### src/rtl/counter_updn_mod.sv
// counter_updn_mod: parametrised up/down counter over 0..MAX.
// Supports count enable, synchronous load with clamp to MAX, and either
// wrap or saturate at the count boundaries. A sticky ovf flag records
// every enabled step taken at a boundary. rco flags the terminal count.
module counter_updn_mod #(
  parameter int N   = 4,
  parameter int MAX = 2**N-1
) (
  input  logic         clk,
  input  logic         clr,
  input  logic         en,
  input  logic         up,
  input  logic         ld,
  input  logic [N-1:0] din,
  input  logic         sat,
  input  logic         ovf_clr,
  output logic [N-1:0] cnt,
  output logic         rco,
  output logic         ovf
);

  localparam logic [N-1:0] MAXV = N'(MAX);
  localparam logic [N-1:0] ZERO = '0;
  localparam logic [N-1:0] ONE  = N'(1);

  // Load values above the terminal count are pulled back to MAX so the
  // counter never enters the unreachable region above MAX.
  function automatic logic [N-1:0] clamp_load(input logic [N-1:0] v);
    return (v > MAXV) ? MAXV : v;
  endfunction

  // Step taken from the top boundary: back to zero when wrapping,
  // stay at MAX when saturating.
  function automatic logic [N-1:0] top_step(input logic s);
    return s ? MAXV : ZERO;
  endfunction

  // Step taken from the bottom boundary: round to MAX when wrapping,
  // stay at zero when saturating.
  function automatic logic [N-1:0] bot_step(input logic s);
    return s ? ZERO : MAXV;
  endfunction

  logic         at_top;
  logic         at_bot;
  logic         at_bnd;
  logic         bnd_step;
  logic [N-1:0] cnt_nxt;

  assign at_top   = (cnt == MAXV);
  assign at_bot   = (cnt == ZERO);
  assign at_bnd   = up ? at_top : at_bot;

  // A load takes priority over counting, so it can never raise ovf.
  assign bnd_step = en & ~ld & at_bnd;

  // Terminal count indication, high in the cycle before a wrap/saturate.
  assign rco      = en & at_bnd;

  // Next-count selection: ld > en > hold.
  always_comb begin
    cnt_nxt = cnt;
    if (ld) begin
      cnt_nxt = clamp_load(din);
    end else if (en) begin
      if (up) begin
        cnt_nxt = at_top ? top_step(sat) : (cnt + ONE);
      end else begin
        cnt_nxt = at_bot ? bot_step(sat) : (cnt - ONE);
      end
    end
  end

  // Count register; clr drops the count to zero immediately.
  always_ff @(posedge clk or posedge clr) begin
    if (clr) begin
      cnt <= ZERO;
    end else begin
      cnt <= cnt_nxt;
    end
  end

  // Sticky boundary flag; a set event outranks ovf_clr in the same cycle.
  always_ff @(posedge clk or posedge clr) begin
    if (clr) begin
      ovf <= 1'b0;
    end else if (bnd_step) begin
      ovf <= 1'b1;
    end else if (ovf_clr) begin
      ovf <= 1'b0;
    end
  end

endmodule

### config.mk
export PLATFORM = sky130hd
export DESIGN_NAME = counter_updn_mod
export DESIGN_NICKNAME = d
export VERILOG_FILES = /design/src/rtl/counter_updn_mod.sv
export SDC_FILE = /design/constraint.sdc
export NUM_CORES = 1
export LEC_CHECK = 0
export CELL_PAD_IN_SITES_DETAIL_PLACEMENT = 1
export CELL_PAD_IN_SITES_GLOBAL_PLACEMENT = 1
export CORE_MARGIN = 8
export CORE_UTILIZATION = 31
export DETAILED_ROUTE_END_ITERATION = 16
export HOLD_SLACK_MARGIN = 0.12
export PLACE_DENSITY = 0.79
export SYNTH_ARGS = -nofsm -noshare
export SYNTH_HDL_FRONTEND = slang
export SYNTH_SLANG_ARGS = --single-unit
### constraint.sdc
create_clock -name clk -period 3.1 [get_ports clk]
set_input_delay 0.775 -clock clk [delete_from_list [all_inputs] [get_ports clk]]
set_output_delay 0.775 -clock clk [all_outputs]
set_load 0.005 [all_outputs]
== After elaboration in Yosys (flattened, before gate mapping) ==
Index checks and enable logic that the tools add are counted.
W data, S select, Z words.
Word-level totals
  register bits: 5
  input bits: 11
  output and inout port bits: 6
  word-level logic and storage cells: 24
Operators by class
  add/sub/neg operators: 2
  order comparisons: 1
  equality and inequality tests: 1
  multiplexer cells: 11
  bitwise logic cells: 4
  reduce and logical (&&, ||, !) cells: 3
Operators with widths (number)
  $mux W4: 8
  $add A4 B1 Y4 const B: 1
  $eq A4 B4 Y1 const B: 1
  $gt A4 B4 Y1 const B: 1
  $logic_not A4 Y1: 1
  $reduce_bool A2 Y1: 2
  $sub A4 B1 Y4 const B: 1
  $and A1 B1 Y1: 3
  $mux W1: 3
  $not A1 Y1: 1

== Longest topological paths before layout ==
Gate-level depths: netlist (run 1).
  depth after elaboration: 5
  mapped depth: 6
  depth with buffers taken out: 6

== Least setup slack after synthesis (run 1) ==
OpenSTA, ideal clock, no wires.
  path kind: input-to-output
  start point: input up
  end point: output rco
  data arrival time: 1.511 ns
  data required time: 2.325 ns
  setup slack: 0.814 ns
  stages: 4
  path buffers: 0
  cells stage by stage: or4b_4 > o21ai_0 > nand2_1 > inv_1
Between the ends
  word-level cells in the longest chain between the ends: 2
Ends and longest elaborated chain
  start: declaration: RTL line 12  | input logic up,
  $mux W1: RTL line 52  | assign at_bnd = up ? at_top : at_bot;
  $and A1 B1 Y1: RTL line 58  | assign rco = en & at_bnd;
  end: declaration: RTL line 18  | output logic rco,
Every way passes these cells.

== Final worst setup path (run 1) ==
Same ends and word-level chain as after synthesis.

==> results of run 1 <==
placed cells by master, fill, tap and decap left out, drive strengths merged:
cell type / netlist / routed
or2: 1 / 1
nor3: 2 / 2
ha: 2 / 2
buf: 2 / 7
a2111oi: 1 / 1
a311oi: 1 / 1
nand2: 6 / 6
a22o: 1 / 1
and3: 1 / 1
o221ai: 1 / 1
or4b: 1 / 1
a21oi: 1 / 1
a21boi: 1 / 1
dfrtp: 5 / 5
a21o: 1 / 1
inv: 7 / 7
o31ai: 5 / 5
nand3: 3 / 3
clkbuf: 1 / 4
nor3b: 1 / 1
dlygate4sd2: 0 / 1
nor2: 7 / 7
nand2b: 2 / 2
clkdlybuf4s50: 0 / 15
mux2: 1 / 1
o22ai: 2 / 2
o21bai: 1 / 1
o21ai: 2 / 2
through the flow:
stage          power [mW]  instance area (um^2)  utilization [%]  setup TNS, ps
3_5_place_dp       0.1887                 661.9            46.08         -220.4
6_report           0.2660                 705.7            49.13              0
4_1_cts            0.2700                 705.7            49.13              0
3_3_place_gp       0.1835                 661.9            46.08         -179.2
2_1_floorplan      0.1362                 455.4                -              0
5_1_grt            0.2851                 705.7            49.13              0
layer usage:
layer | part of all wire [%] | wire (um) | global-route usage (%)
met1 | 41 | 619 | 13.33
met2 | 51 | 769 | 21.18
met3 | 3.9 | 59 | 2.989
met4 | 3.4 | 51 | 6.557
met5 | 0 | 0 | 0
layout make-up:
| class | instances | share of cell area [%] |
|---|---|---|
| Inverter | 7 | 3.723 |
| Multi-Input combinational cell | 44 | 42.02 |
| Timing Repair Buffer | 23 | 29.96 |
| Clock buffer | 4 | 3.723 |
| Sequential cell | 5 | 17.73 |
| Tap cell | 16 | 2.837 |
cells by family after synthesis:
kind of cell | after synthesis | synth area share [%]
buffers and inverters | 10 | 9.889
AO/OA/AOI/OAI | 17 | 28.30
flip-flops | 5 | 27.47
multiplexers | 1 | 2.472
AND/OR/NAND/NOR | 24 | 26.37
adder cells (fa/ha/maj) | 2 | 5.494
timing repair:
item,4_1_cts,5_1_grt
endpoints found under the hold margin,0,0
resized for setup,4,0
setup endpoints to repair,1,0
setup buffers,1,0
state kept, by name, summed over array words and instances, names as in the netlist:
signal / cells
cnt: 4
ovf: 1
power by group:
group	total [mW]	internal (mW)	switching, mW
Sequential	0.0811	0.0725	0.00864
Combinational	0.109	0.0587	0.0502
Clock	0.0760	0.0487	0.0273
Total	0.266	0.180	0.0862
path summary, 6_finish.rpt:
check | to | slack, ps | startpoint | depth (start not counted)
max reg2reg | cnt[1]$_DFFE_PP0P_ | 1110 | cnt[1]$_DFFE_PP0P_ | 7
max in group asynchronous | cnt[2]$_DFFE_PP0P_ | 2200 | clr | 2
min in group asynchronous | cnt[1]$_DFFE_PP0P_ | 730 | clr | 2
min | ovf$_DFFE_PP0P_ | 540 | ovf$_DFFE_PP0P_ | 2
max | rco | 130 | up | 6
min reg2reg | ovf$_DFFE_PP0P_ | 540 | ovf$_DFFE_PP0P_ | 2
tightest hold or removal path: cells and delay by family (launching register included):
family	cells	cell delay, ps
buffers and inverters	1	50
DFF	1	370
AOI/OAI and AO/OA	1	70
==> results.toml, run 1 <==
[synthesis]
ys_types = 27
yosysWarningCount = 0
syn_area_um2 = 455.4
ys_top_cells_by_area = "dfrtp_1, o31ai_1, inv_1, nor2_1, ha_1"
synth_edf_count = 0
syn_inst = 59
ys_seq_elements = 5
synth_top_area_share_pct = 27.47
synth_nets = 72
yosys_most_used_dff = "dfrtp_1"
yosysSeqAreaShare_pct = 27.47
yosys.area.top_type = "dfrtp_1"
syn_area_per_cell_um2 = 7.719
synthArstFlopShare_pct = 100.0
synth_common_cells = "inv_1, nor2_1, nand2_1, dfrtp_1, o31ai_1"

[clock_network]
cts-root-buf = "clkbuf_4"
cts_buffer_depth = 2
clkTransAtPathRegs_ps = 40
numCtsBuffers = 3
tritoncts = "built"
hold_buffers = 0
clock_latency_ps = 250
htree_levels = 1
cts_sinks = 5

[placed_design]
hpwl_um = 1225
io_buffers = 16
dp_worst_setup_slack_ps = -220.4
place_congestion = 0.8376
placedCellCount = 94

[setup_path]
path_delay_family = "buffers and inverters"
path_buf_inv = 3
arrival_ps = 2190
path_cells = "clkdlybuf4s50_1, or4b_4, o21ai_4, nand2_1, inv_1, dlygate4sd2_1"
end_kind = "primary output"
path_max_fanout = 2
cp-start-kind = "input port"
slowest_stage = "or4b_4"
cp_slowest_stage_delay_ps = 540
required_ps = 2320
path_class = "input port to primary output"

[detailed_routing]
avgRoutedWirePerCell_um = 15.15
wl_um = 1500
drtIter0Drc = 5
vias = 529
ant_nets = 0
drc = 0
vias_per_cell = 5.343
drt-pass1-iter-count = 3

[die]
fp.coreArea_mm2 = 0.001436
start_util_pct = 31.71
num_rows = 14
io_pins = 17
die_area_mm2 = 0.002952
die_w_um = 54.33
die-height_um = 54.33

[grt]
grt_pass1_vias = 569
track_usage_pct = 12.21
grt-ovfl-total = 0
grt_max_degree = 13
grt_first_pass_wirelength_um = 2663
antenna_found_initial = 0

[timing]
slew_headroom_pct = 71.88
finalCritPeriodShare_pct = 95.71
maxSlewViolCount = 0
finalHoldViolCount = 0
setup_slack_ps = 132.9
whs_ps = 535.2
tightest_slew_ps = 411.2
rsz0062_at_grt = "false"
finalCriticalPeriod_ps = 2967
fmax_mhz = 337.0
finClkSkew_ps = 1.039
setup_viol_count_final = 0

[cells_and_area]
fin_cells = 99
final_nets = 97
area_growth_pct = 54.95
drive_above_1_share_pct = 18.07
multi_input_area_um2 = 296.5
num-fill-cells = 171
antenna_cells = 0
ff_latch_area_um2 = 125.1

[power_and_ir_drop]
power_leakage_nw = 0.3185
power.density_mw_per_mm2 = 376.9
peakVddDrop_uv = 207.4

[min_path]
hold_class = "flop to flop"

[status]
outcome = "finished, final reports clean"

[flow_run]
maxCapViolations = 0
No activity file was read; power rests on OpenSTA's default activity.
==> run 2: changes to the inputs <==
clock period = 3.55 ns   (was 3.1 ns; I/O delays follow)
==> run 2 against run 1 <==
  * Hold slack better by 13 ps
  * Sequential power is 3.3% lower
  * Die area stayed put
  * Routed wire length is 11% lower
  * Sequential share of layout area is 1.2 points higher
  * Critical endpoint unchanged
  * Largest cell class unchanged
==> results.toml, run 2 (synthesis results as in run 1) <==
[setup_path]
ff2ff_path_depth = 6
rr_startpoint = "cnt[0]$_DFFE_PP0P_"
rr_endpoint = "cnt[1]$_DFFE_PP0P_"
path_class = "input port to primary output"
required_ps = 2660
r2r_slack_ps = 1580
cp-start-kind = "input port"
arrival_ps = 2540
path_max_fanout = 2
end_kind = "primary output"

[cells_and_area]
largest_reg_flops = 4
final_nets = 92
mostFrequentLayoutCell = "clkdlybuf4s50_1"
regMostFlops = "cnt"
area_growth_pct = 45.33
layout_common_cells = "clkdlybuf4s50_1, inv_1, nor2_1"
drive_above_1_share_pct = 12.82
finalInstanceArea_um2 = 661.9
antenna_cells = 0
reg_top3 = "cnt: 4 flops, ovf: 1 flops"

[grt]
grt_first_pass_wirelength_um = 2449
grt_pass1_vias = 519
grt-ovfl-total = 0
track_usage_pct = 11.14
grt_max_degree = 14
antenna_found_initial = 0

[detailed_routing]
wl_um = 1332
vias = 505
ant_nets = 0
drt-pass1-iter-count = 3
avgRoutedWirePerCell_um = 14.17
vias_per_cell = 5.372
drc = 0
drtIter0Drc = 3

[timing]
finalCriticalPeriod_ps = 3432
fmax_mhz = 291.4
finClkSkew_ps = 0.7767
fin_tns_setup_ps = 0
maxSlewViolCount = 0
finalHoldViolCount = 0
slew_headroom_pct = 72.45
setup_viol_count_final = 0
tightest_slew_ps = 402.8
finalCritPeriodShare_pct = 96.68
rsz0062_at_grt = "false"

[clock_network]
tritoncts = "built"
cts_buffer_depth = 2
htree_levels = 1
cts_sinks = 5
cts-root-buf = "clkbuf_4"
numCtsBuffers = 3
clkTransAtPathRegs_ps = 40
clock_latency_ps = 240

[status]
outcome = "finished, final reports clean"

[die]
start_util_pct = 31.71
die_area_mm2 = 0.002952
fp.coreArea_mm2 = 0.001436
die_w_um = 54.33
die-height_um = 54.33
io_pins = 17
num_rows = 14

[placed_design]
hpwl_um = 1034
io_buffers = 16
postPlaceCellArea_um2 = 631.9
place_congestion = 0.8083

[power_and_ir_drop]
p_sw_uw = 71.45
clock_power_share_pct = 30.5
peakVddDrop_uv = 212.1
intPower_uw = 150.1
power_leakage_nw = 0.2899
switching_share_pct = 32.26
pwr-share-comb_pct = 34.1
seqPwrFrac_pct = 35.4
power.density_mw_per_mm2 = 334.7

[flow_run]
maxCapViolations = 0

[min_path]
hold_depth = 2
min_to = "ovf$_DFFE_PP0P_"
min-delay-start = "ovf$_DFFE_PP0P_"
hold_class = "flop to flop"
-- run 2: worst max path at each step --
stage / from / to / slack [ps] / cells after the start
6_report: up / rco / 120 / 6
5_1_grt: up / rco / 40 / 6
4_1_cts: up / rco / 20 / 6
3_5_place_dp: up / rco / 20 / 6
3_3_place_gp: up / rco / 50 / 6
2_1_floorplan: up / rco / 1040 / 4
-- run 2: per-stage QoR --
| step | utilization [%] | cells | setup slack, ps | hold WS, ps | total power [mW] |
|---|---|---|---|---|---|
| floorplan | - | 59 | 1039 | 534.7 | 0.1189 |
| global placement | 43.99 | 90 | 45.75 | 529.8 | 0.1531 |
| detailed placement | 43.99 | 90 | 23.88 | 542.8 | 0.1549 |
| CTS | 45.82 | 94 | 20.35 | 549.5 | 0.2252 |
| global route | 46.08 | 94 | 40.92 | 608.7 | 0.2422 |
| finish | 46.08 | 94 | 117.8 | 548.2 | 0.2215 |
-- run 2: power by group through the flow --
stage,Combinational (mW),Clock [mW],Sequential (mW)
after floorplan,0.0477,0,0.0713
after global placement,0.0736,0,0.0795
after detailed placement,0.0756,0,0.0793
after CTS,0.0758,0.0711,0.0783
after global routing,0.0849,0.0764,0.0809
final,0.0756,0.0675,0.0784
-- run 2: what timing repair did --
item	4_1_cts	5_1_grt
hold buffers	0	0
setup endpoints to repair	0	1
setup buffers	0	0
gates resized for setup	0	2
-- run 2: cell type report --
class	instances	area, um^2
Fill cell	185	774.5
Multi-Input combinational cell	44	289.0
Timing Repair Buffer	18	175.2
Sequential cell	5	125.1
Clock buffer	4	26.28
Inverter	7	26.28
Tap cell	16	20.02
-- run 2: critical path: stages --
cell             delay [ps]
clkdlybuf4s50_1         420
or4b_4                  510
o21ai_2                 100
nand2_1                  90
inv_1                    50
clkdlybuf4s50_1         490
-- run 2: routing by layer --
metal | vias to the layer above | track usage (%) | routed length [um]
li1 | 248 | - | -
met1 | 245 | 14.02 | 599
met2 | 10 | 16.98 | 641
met3 | 2 | 3.533 | 66
met4 | 0 | 4.918 | 24
met5 | - | 0 | 0
